[config.mk]
export PLATFORM = sky130hd
export DESIGN_NAME = rule_sequencer
export DESIGN_NICKNAME = d
export VERILOG_FILES = /design/src/rtl/rule_sequencer.sv
export SDC_FILE = /design/constraint.sdc
export NUM_CORES = 1
export LEC_CHECK = 0
export BUFFER_PORTS_ARGS = -buffer_cell sky130_fd_sc_hd__clkbuf_2
export CORE_AREA = 2 2 111 113
export CTS_CLUSTER_DIAMETER = 150
export DETAILED_ROUTE_END_ITERATION = 6
export DIE_AREA = 0 0 113 115
export GPL_ROUTABILITY_DRIVEN = 0
export PLACE_DENSITY = 0.79
export SETUP_SLACK_MARGIN = 0.15
export SLEW_MARGIN = 20
export SYNTH_ARGS = -nofsm -noshare
export SYNTH_HDL_FRONTEND = slang
export SYNTH_SLANG_ARGS = --single-unit
[constraint.sdc]
create_clock -name clk -period 2 [get_ports clk]
set_input_delay 0.4 -clock clk [delete_from_list [all_inputs] [get_ports clk]]
set_output_delay 0.4 -clock clk [all_outputs]
set_load 0.02 [all_outputs]
[src/rtl/rule_sequencer.sv]
// rule_sequencer: walks the latched active-set mask in ascending ID order through the rule base
// and streams (consequent ID, firing strength) beats over a valid/ready handshake.
module rule_sequencer #(
    parameter int NUM_SETS   = 11,
    parameter int ID_W       = 8,
    parameter int MU_W       = 8,
    parameter int RB_LATENCY = 1
) (
    input  logic                          clk,
    input  logic                          rst_n,
    input  logic                          start,
    input  logic [NUM_SETS-1:0]           active_mask,
    input  logic [NUM_SETS*MU_W-1:0]      mu_in,
    output logic [ID_W-1:0]               rb_input_id,
    input  logic [ID_W-1:0]               rb_output_id,
    output logic                          out_valid,
    input  logic                          out_ready,
    output logic [ID_W-1:0]               out_set_id,
    output logic [MU_W-1:0]               out_strength,
    output logic                          out_last,
    output logic                          busy,
    output logic                          done,
    output logic [$clog2(NUM_SETS+1)-1:0] rule_count,
    output logic                          map_error
);
    localparam int RC_W = $clog2(NUM_SETS+1);
    localparam int LW   = $clog2(RB_LATENCY+1);

    typedef enum logic [1:0] {IDLE, WAIT, EMIT, DONE} state_t;

    state_t                   state_q, state_d;
    logic [NUM_SETS-1:0]      mask_q, mask_d, hi_mask;
    logic [NUM_SETS*MU_W-1:0] mu_q, mu_d;
    logic [ID_W-1:0]          rb_id_q, rb_id_d, out_id_q, out_id_d;
    logic [MU_W-1:0]          str_q, str_d, sel_mu;
    logic [LW-1:0]            cnt_q, cnt_d;
    logic [RC_W-1:0]          rc_q, rc_d;
    logic                     valid_q, valid_d, last_q, last_d, err_q, err_d;

    function automatic logic [ID_W-1:0] lowest(input logic [NUM_SETS-1:0] m);
        lowest = '0;
        for (int i = NUM_SETS-1; i >= 0; i--)
            if (m[i]) lowest = ID_W'(i+1);
    endfunction

    // Active sets above the one in flight, and the latched degree of the one in flight.
    always_comb begin
        hi_mask = '0;
        sel_mu  = '0;
        for (int i = 0; i < NUM_SETS; i++) begin
            hi_mask[i] = mask_q[i] && (ID_W'(i+1) > rb_id_q);
            if (rb_id_q == ID_W'(i+1)) sel_mu = mu_q[i*MU_W +: MU_W];
        end
    end

    always_comb begin
        state_d  = state_q;
        mask_d   = mask_q;
        mu_d     = mu_q;
        rb_id_d  = rb_id_q;
        out_id_d = out_id_q;
        str_d    = str_q;
        cnt_d    = cnt_q;
        rc_d     = rc_q;
        valid_d  = valid_q;
        last_d   = last_q;
        err_d    = err_q;
        case (state_q)
            IDLE: if (start) begin
                mask_d = active_mask;
                mu_d   = mu_in;
                rc_d   = '0;
                err_d  = 1'b0;
                if (active_mask == '0) begin
                    state_d = DONE;
                end else begin
                    rb_id_d = lowest(active_mask);
                    cnt_d   = LW'(RB_LATENCY);
                    state_d = WAIT;
                end
            end
            WAIT: if (cnt_q == '0) begin
                out_id_d = rb_output_id;
                str_d    = sel_mu;
                last_d   = hi_mask == '0;
                valid_d  = 1'b1;
                err_d    = err_q || rb_output_id == '0;
                state_d  = EMIT;
            end else begin
                cnt_d = cnt_q - 1'b1;
            end
            EMIT: if (out_ready) begin
                rc_d    = rc_q + 1'b1;
                valid_d = 1'b0;
                rb_id_d = last_q ? '0 : lowest(hi_mask);
                cnt_d   = LW'(RB_LATENCY);
                state_d = last_q ? DONE : WAIT;
            end
            default: state_d = IDLE;
        endcase
    end

    always_ff @(posedge clk or negedge rst_n) begin
        if (!rst_n) begin
            state_q  <= IDLE;
            mask_q   <= '0;
            mu_q     <= '0;
            rb_id_q  <= '0;
            out_id_q <= '0;
            str_q    <= '0;
            cnt_q    <= '0;
            rc_q     <= '0;
            valid_q  <= 1'b0;
            last_q   <= 1'b0;
            err_q    <= 1'b0;
        end else begin
            state_q  <= state_d;
            mask_q   <= mask_d;
            mu_q     <= mu_d;
            rb_id_q  <= rb_id_d;
            out_id_q <= out_id_d;
            str_q    <= str_d;
            cnt_q    <= cnt_d;
            rc_q     <= rc_d;
            valid_q  <= valid_d;
            last_q   <= last_d;
            err_q    <= err_d;
        end
    end

    assign rb_input_id  = rb_id_q;
    assign out_valid    = valid_q;
    assign out_set_id   = out_id_q;
    assign out_strength = str_q;
    assign out_last     = last_q;
    assign busy         = state_q != IDLE;
    assign done         = state_q == DONE;
    assign rule_count   = rc_q;
    assign map_error    = err_q;
endmodule

[Word level (Yosys, flattened, before mapping)]
Index checks and enable logic that the tools add are counted.
Word-level totals
  bits in registers: 133
  latch bits: 0
  memory bits (writable): 0
  ROM bits: 0
  input bits: 111
  output and inout port bits: 33
  logic and storage cells: 130
  memories kept: 0
Cells by class
  add/sub/neg operators: 2
  multiply operators: 0
  div/mod/pow operators: 0
  order comparisons: 11
  equality and inequality tests: 18
  shifts and indexed selects: 0
  mux-type cells: 58
  bitwise gates (word level): 1
  reductions and logical operators: 29
Operators by type and width (count)
  $mux 8: 35
  $eq 8x3->1 const B: 4
  $eq 8x4->1 const B: 4
  $gt 3x8->1 const A: 4
  $gt 4x8->1 const A: 4
  $logic_not 11->1: 2
  $eq 8x2->1 const B: 2
  $gt 2x8->1 const A: 2
  $mux 4: 4
  $pmux 8 s2: 1
  $reduce_and 3->1: 4
  $logic_and 1x1->1: 11
  $mux 2: 5
  $eq 8x1->1 const B: 1
  $gt 1x8->1 const A: 1
  $logic_not 8->1: 1
  $mux 1: 8
  $ne 2x2->1 const B: 4
  $pmux 4 s2: 1
  $reduce_and 4->1: 2
  $reduce_bool 2->1: 4
  $pmux 2 s3: 1
  $add 4x1->4 const B: 1
  $eq 2x2->1 const B: 2
  9 further kinds: 11

[Depth between registers and ports, before layout]
  depth in word-level cells: 16
  mapped depth: 8

[Worst setup path after synthesis]
OpenSTA, ideal clock, no wires.
  kind: register -> register
  from: register rb_id_q[0], in the netlist rb_input_id[0]
  to: register str_q[0], in the netlist out_strength[0]
  setup time: 67 ps
  data arrival time: 1713 ps
  path slack: 220 ps
  cell stages (with the launch flop): 7
  period minus slack after synthesis: 1780 ps
  path through: dfrtp_1 > buf_4 > nor2_1 > mux4_2 > a211o_1 > o2111ai_1 > o221a_1
Between the ends
  word-level cells in the longest chain between the ends: 12
Ends and longest elaborated chain
  start, declared: RTL line 34  | logic [ID_W-1:0] rb_id_q, rb_id_d, out_id_q, out_id_d;
  start signal, assigned: RTL line 120  | rb_id_q <= rb_id_d;
  $eq 8x1->1: RTL line 52  | if (rb_id_q == ID_W'(i+1)) sel_mu = mu_q[i*MU_W +: MU_W];
  $mux 8 (10 in series): RTL line 52
  $mux 8 *: RTL line 52
  end signal, assigned: RTL line 122  | str_q <= str_d;
  end, declared: RTL line 35  | logic [MU_W-1:0] str_q, str_d, sel_mu;
Every way passes the cells marked *; elsewhere a longest branch is shown, timed or not.
A chain may end at the register's enable or synchronous reset.

[Worst setup path in the final report]
  from: register state_q[1]
  to: output port busy
Between the ends
  word-level cells in the longest chain between the ends: 1
Ends and longest elaborated chain
  start, declared: RTL line 31  | state_t state_q, state_d;
  start signal, assigned: RTL line 117  | state_q <= state_d;
  $reduce_bool 2->1: RTL line 136  | assign busy = state_q != IDLE;
  end, declared: RTL line 21  | output logic busy,
No other way between the ends.

==> results.toml <==
[outcome]
outcome = "complete, but fails checks"
violations = "DRC"

[synthesis]
synth_cells = 757
ys.flop_type = "dfrtp_1"
yosysSeqAreaShare_pct = 51.7
avgSynthCellArea_um2 = 8.25
synth_cell_types = 58
synth_fa_ha_area_share_pct = 0.200
synth-simple-area-share_pct = 28.6
synth_top_family_by_area = "simple AND/OR/NAND/NOR gates"
netlist.area_leader.share_pct = 51.7
ys_ff_latch = 129
synth-compound-area-share_pct = 12.6
synth_area_leaders = "dfrtp_1, nand2_1, o21ai_0"
synth-edff-count = 0
yosysTopAreaCell = "dfrtp_1"
synth_xor_area_share_pct = 0.140
synth.cell_area_um2 = 6240
yosysWarnings = 0
synth.area.mux_share_pct = 2.79
async_flop_share_pct = 100

[timing]
relSlewSlack_pct = 50.5
fin_crit_ns = 1.82
setup_ws_ns = 0.182
skew_ns = 0.00855
worst_pin_slew_ns = 0.742
final_hold_viol_count = 0
setup_viol = 0
rsz0062_at_grt = "yes"
tns_ns = 0
finalMaxSlewViolations = 0
fmax_ghz = 0.550
fin_crit_sh_pct = 90.9

[floorplan]
dieArea_um2 = 13000
pin_count = 144
die_y_um = 115
core-area_um2 = 11800
start_util_pct = 52.8
die_w_um = 113
rows = 40

[layout]
drive_gt1_share_pct = 24.7
area_growth_pct = 27.6
fill_cells = 978
antenna_cells = 0
final_nets = 1019

[global_routing]
first_global_vias = 5300
grt_use_total_pct = 26.0
antenna_found_initial = 0
overflow = 0
grt_pass1_wl_um = 26200
grt_max_degree = 102

[worst_setup_path]
crit_path_top_delay_cell = "dfrtp_2"
crit_path_end_kind = "output port"
crit_path_max_fanout = 9
critPathBufInv = 1
path_class = "reg -> out"
critical-path-top-delay-family = "flip-flops"
cp_cell_sequence = "or2_2 -> clkbuf_2"
worst_ep_required_time_ns = 1.60
cp-start-kind = "flip-flop"
cp.arrival_ns = 1.42
slowest_delay_ns = 0.46

[min_path]
min_path_type = "in -> reg"

[routing]
drc = 11
drt_iter0_drc = 516
drt_wl_total_um = 16600
firstDrtPassIters = 7
ant_nets = 0
dr_total_vias = 5878
wl_per_cell_um = 15.5
vias_per_cell = 5.51

[cts]
cts_htree_levels = 4
clock_latency_ns = 0.42
cts_root_buf = "clkbuf_16"
cts_tree = "done"
cts.path.max_buffers = 2
cts.sinks = 129
clkSlewWorstSetupHoldPaths_ns = 0.05
cts_made_buffers = 17

[placement]
hpwl_um = 11500
io_buffers = 139
pre_cts_ws_ns = 0.0821

[power]
ir_drop_mv = 0.679
power_density_nw_per_um2 = 1720
p_leak_nw = 4.13

[flow_run]
maxCapViolations = 0
## final cells by class
type / count / area [um^2] / share of cell area (%)
multi-input combinational: 575 / 2860 / 35.9
tap: 147 / 184 / 2.31
inverter: 10 / 41.3 / 0.518
clock inverter: 10 / 159 / 2.00
timing repair buffer: 174 / 1020 / 12.9
sequential: 129 / 3230 / 40.6
clock buffer: 21 / 460 / 5.78
## path summary, 6_finish.rpt
kind,cells past startpoint,to,start,slack [ns]
worst max-delay path,2,busy,state_q[1]$_DFFE_PN0P_,0.18
worst min-delay path,3,mu_q[22]$_DFFE_PN0P_,mu_in[22],0.16
worst max register to register,6,out_strength[2]$_DFFE_PN0P_,rb_input_id[0]$_DFFE_PN0P_,0.19
worst min register to register,2,mu_q[58]$_DFFE_PN0P_,mu_q[58]$_DFFE_PN0P_,0.47
max in group asynchronous,3,mu_q[68]$_DFFE_PN0P_,rst_n,1.15
min in group asynchronous,2,rule_count[0]$_DFFE_PN0P_,rst_n,0.32
## logic make-up (layout without fill, tap and decap cells)
group,Yosys count,after routing
and+or+nand+nor,434,434
adders and majority gates,1,1
DFF,129,129
xor gates and xnor gates,1,1
other,1,4
buffers and inverters,56,215
muxes,16,16
AOI/OAI and AO/OA,119,119
## what timing repair did
item,in CTS,in global routing
hold buffers,1,0
buffers inserted,3,5
pin swaps,0,3
hold endpoints to repair,1,0
resized for setup,6,18
setup endpoints to repair,13,69
## sequential cells by signal, summed over array words and instances (netlist names)
register	flops
cnt_q	1
map_error	1
mask_q	11
mu_q	88
out_last	1
out_set_id	8
out_strength	8
out_valid	1
rb_input_id	4
rule_count	4
state_q	2
## worst reg2reg max path, stage by stage (launching register included)
cell,delay [ns]
dfrtp_2,0.47
buf_4,0.27
nand2_1,0.19
o221ai_1,0.22
o22ai_1,0.17
o21ai_1,0.24
a31oi_1,0.11
## routing by layer
layer	routed length (um)	share of wire [%]	vias up	global-route usage (%)
met4	405	2.4	0	10.4
met2	7740	47	252	40.9
met5	0	0	-	0
li1	-	-	2826	-
met3	1220	7.4	34	7.12
met1	7200	43	2766	34.6
## cells in the mapped netlist (2+ instances only)
| cell | n |
|---|---|
| a2bb2oi_1 | 3 |
| nand3b_1 | 3 |
| nor4_1 | 6 |
| inv_1 | 9 |
| dfrtp_1 | 129 |
| buf_4 | 6 |
| a31oi_1 | 9 |
| o21ai_0 | 30 |
| or3b_2 | 3 |
| a211oi_1 | 10 |
| nor2b_1 | 12 |
| a22o_1 | 2 |
| a32oi_1 | 3 |
| buf_1 | 2 |
| nand3_1 | 9 |
| a21oi_1 | 22 |
| nand2b_1 | 5 |
| clkbuf_1 | 29 |
| nor3b_1 | 3 |
| o221ai_1 | 4 |
| o22ai_1 | 12 |
| and3_1 | 2 |
| nand2_1 | 348 |
| a22oi_1 | 3 |
| mux2i_1 | 14 |
| o32a_1 | 2 |
| nor3_1 | 5 |
| nor2_1 | 28 |
| and2_1 | 2 |
| or2_2 | 2 |
| o41ai_1 | 5 |
| buf_2 | 9 |
## power by group
group | total (W) | leakage, nW | internal [W] | switching, W
Combinational | 0.00565 | 2.24 | 0.00223 | 0.00342
Sequential | 0.00476 | 1.59 | 0.00385 | 0.000908
Clock | 0.00325 | 0.299 | 0.00214 | 0.00112
## through the flow
stage               cells  hold slack (ns)  cell area [um^2]  total power [W]  utilization [%]
floorplan             760            0.104              6250          0.00818                -
global placement     1026            0.205              7190          0.00982             60.8
detailed placement   1026            0.205              7190          0.00999             60.8
CTS                  1061            0.148              7850           0.0134             66.5
global route         1066            0.154              7960           0.0145             67.4
finish               1066            0.163              7960           0.0137             67.4
## cells in the final DEF, fill, tap and decap left out, types with 5 or more instances in the layout
master and count:
dfrtp_2 5, o21ai_0 26, dfrtp_1 124, buf_4 28, a211oi_1 9, nand2_1 348, nor2b_1 12, a21oi_1 22
clkbuf_16 17, nor4_1 5, inv_1 8, nor2_1 27, o22ai_1 12, mux2i_1 14, a31oi_1 8, nor3_1 5
nand2b_1 5, nand3_1 9, clkbuf_2 138
(Power assumes the default switching activity.)
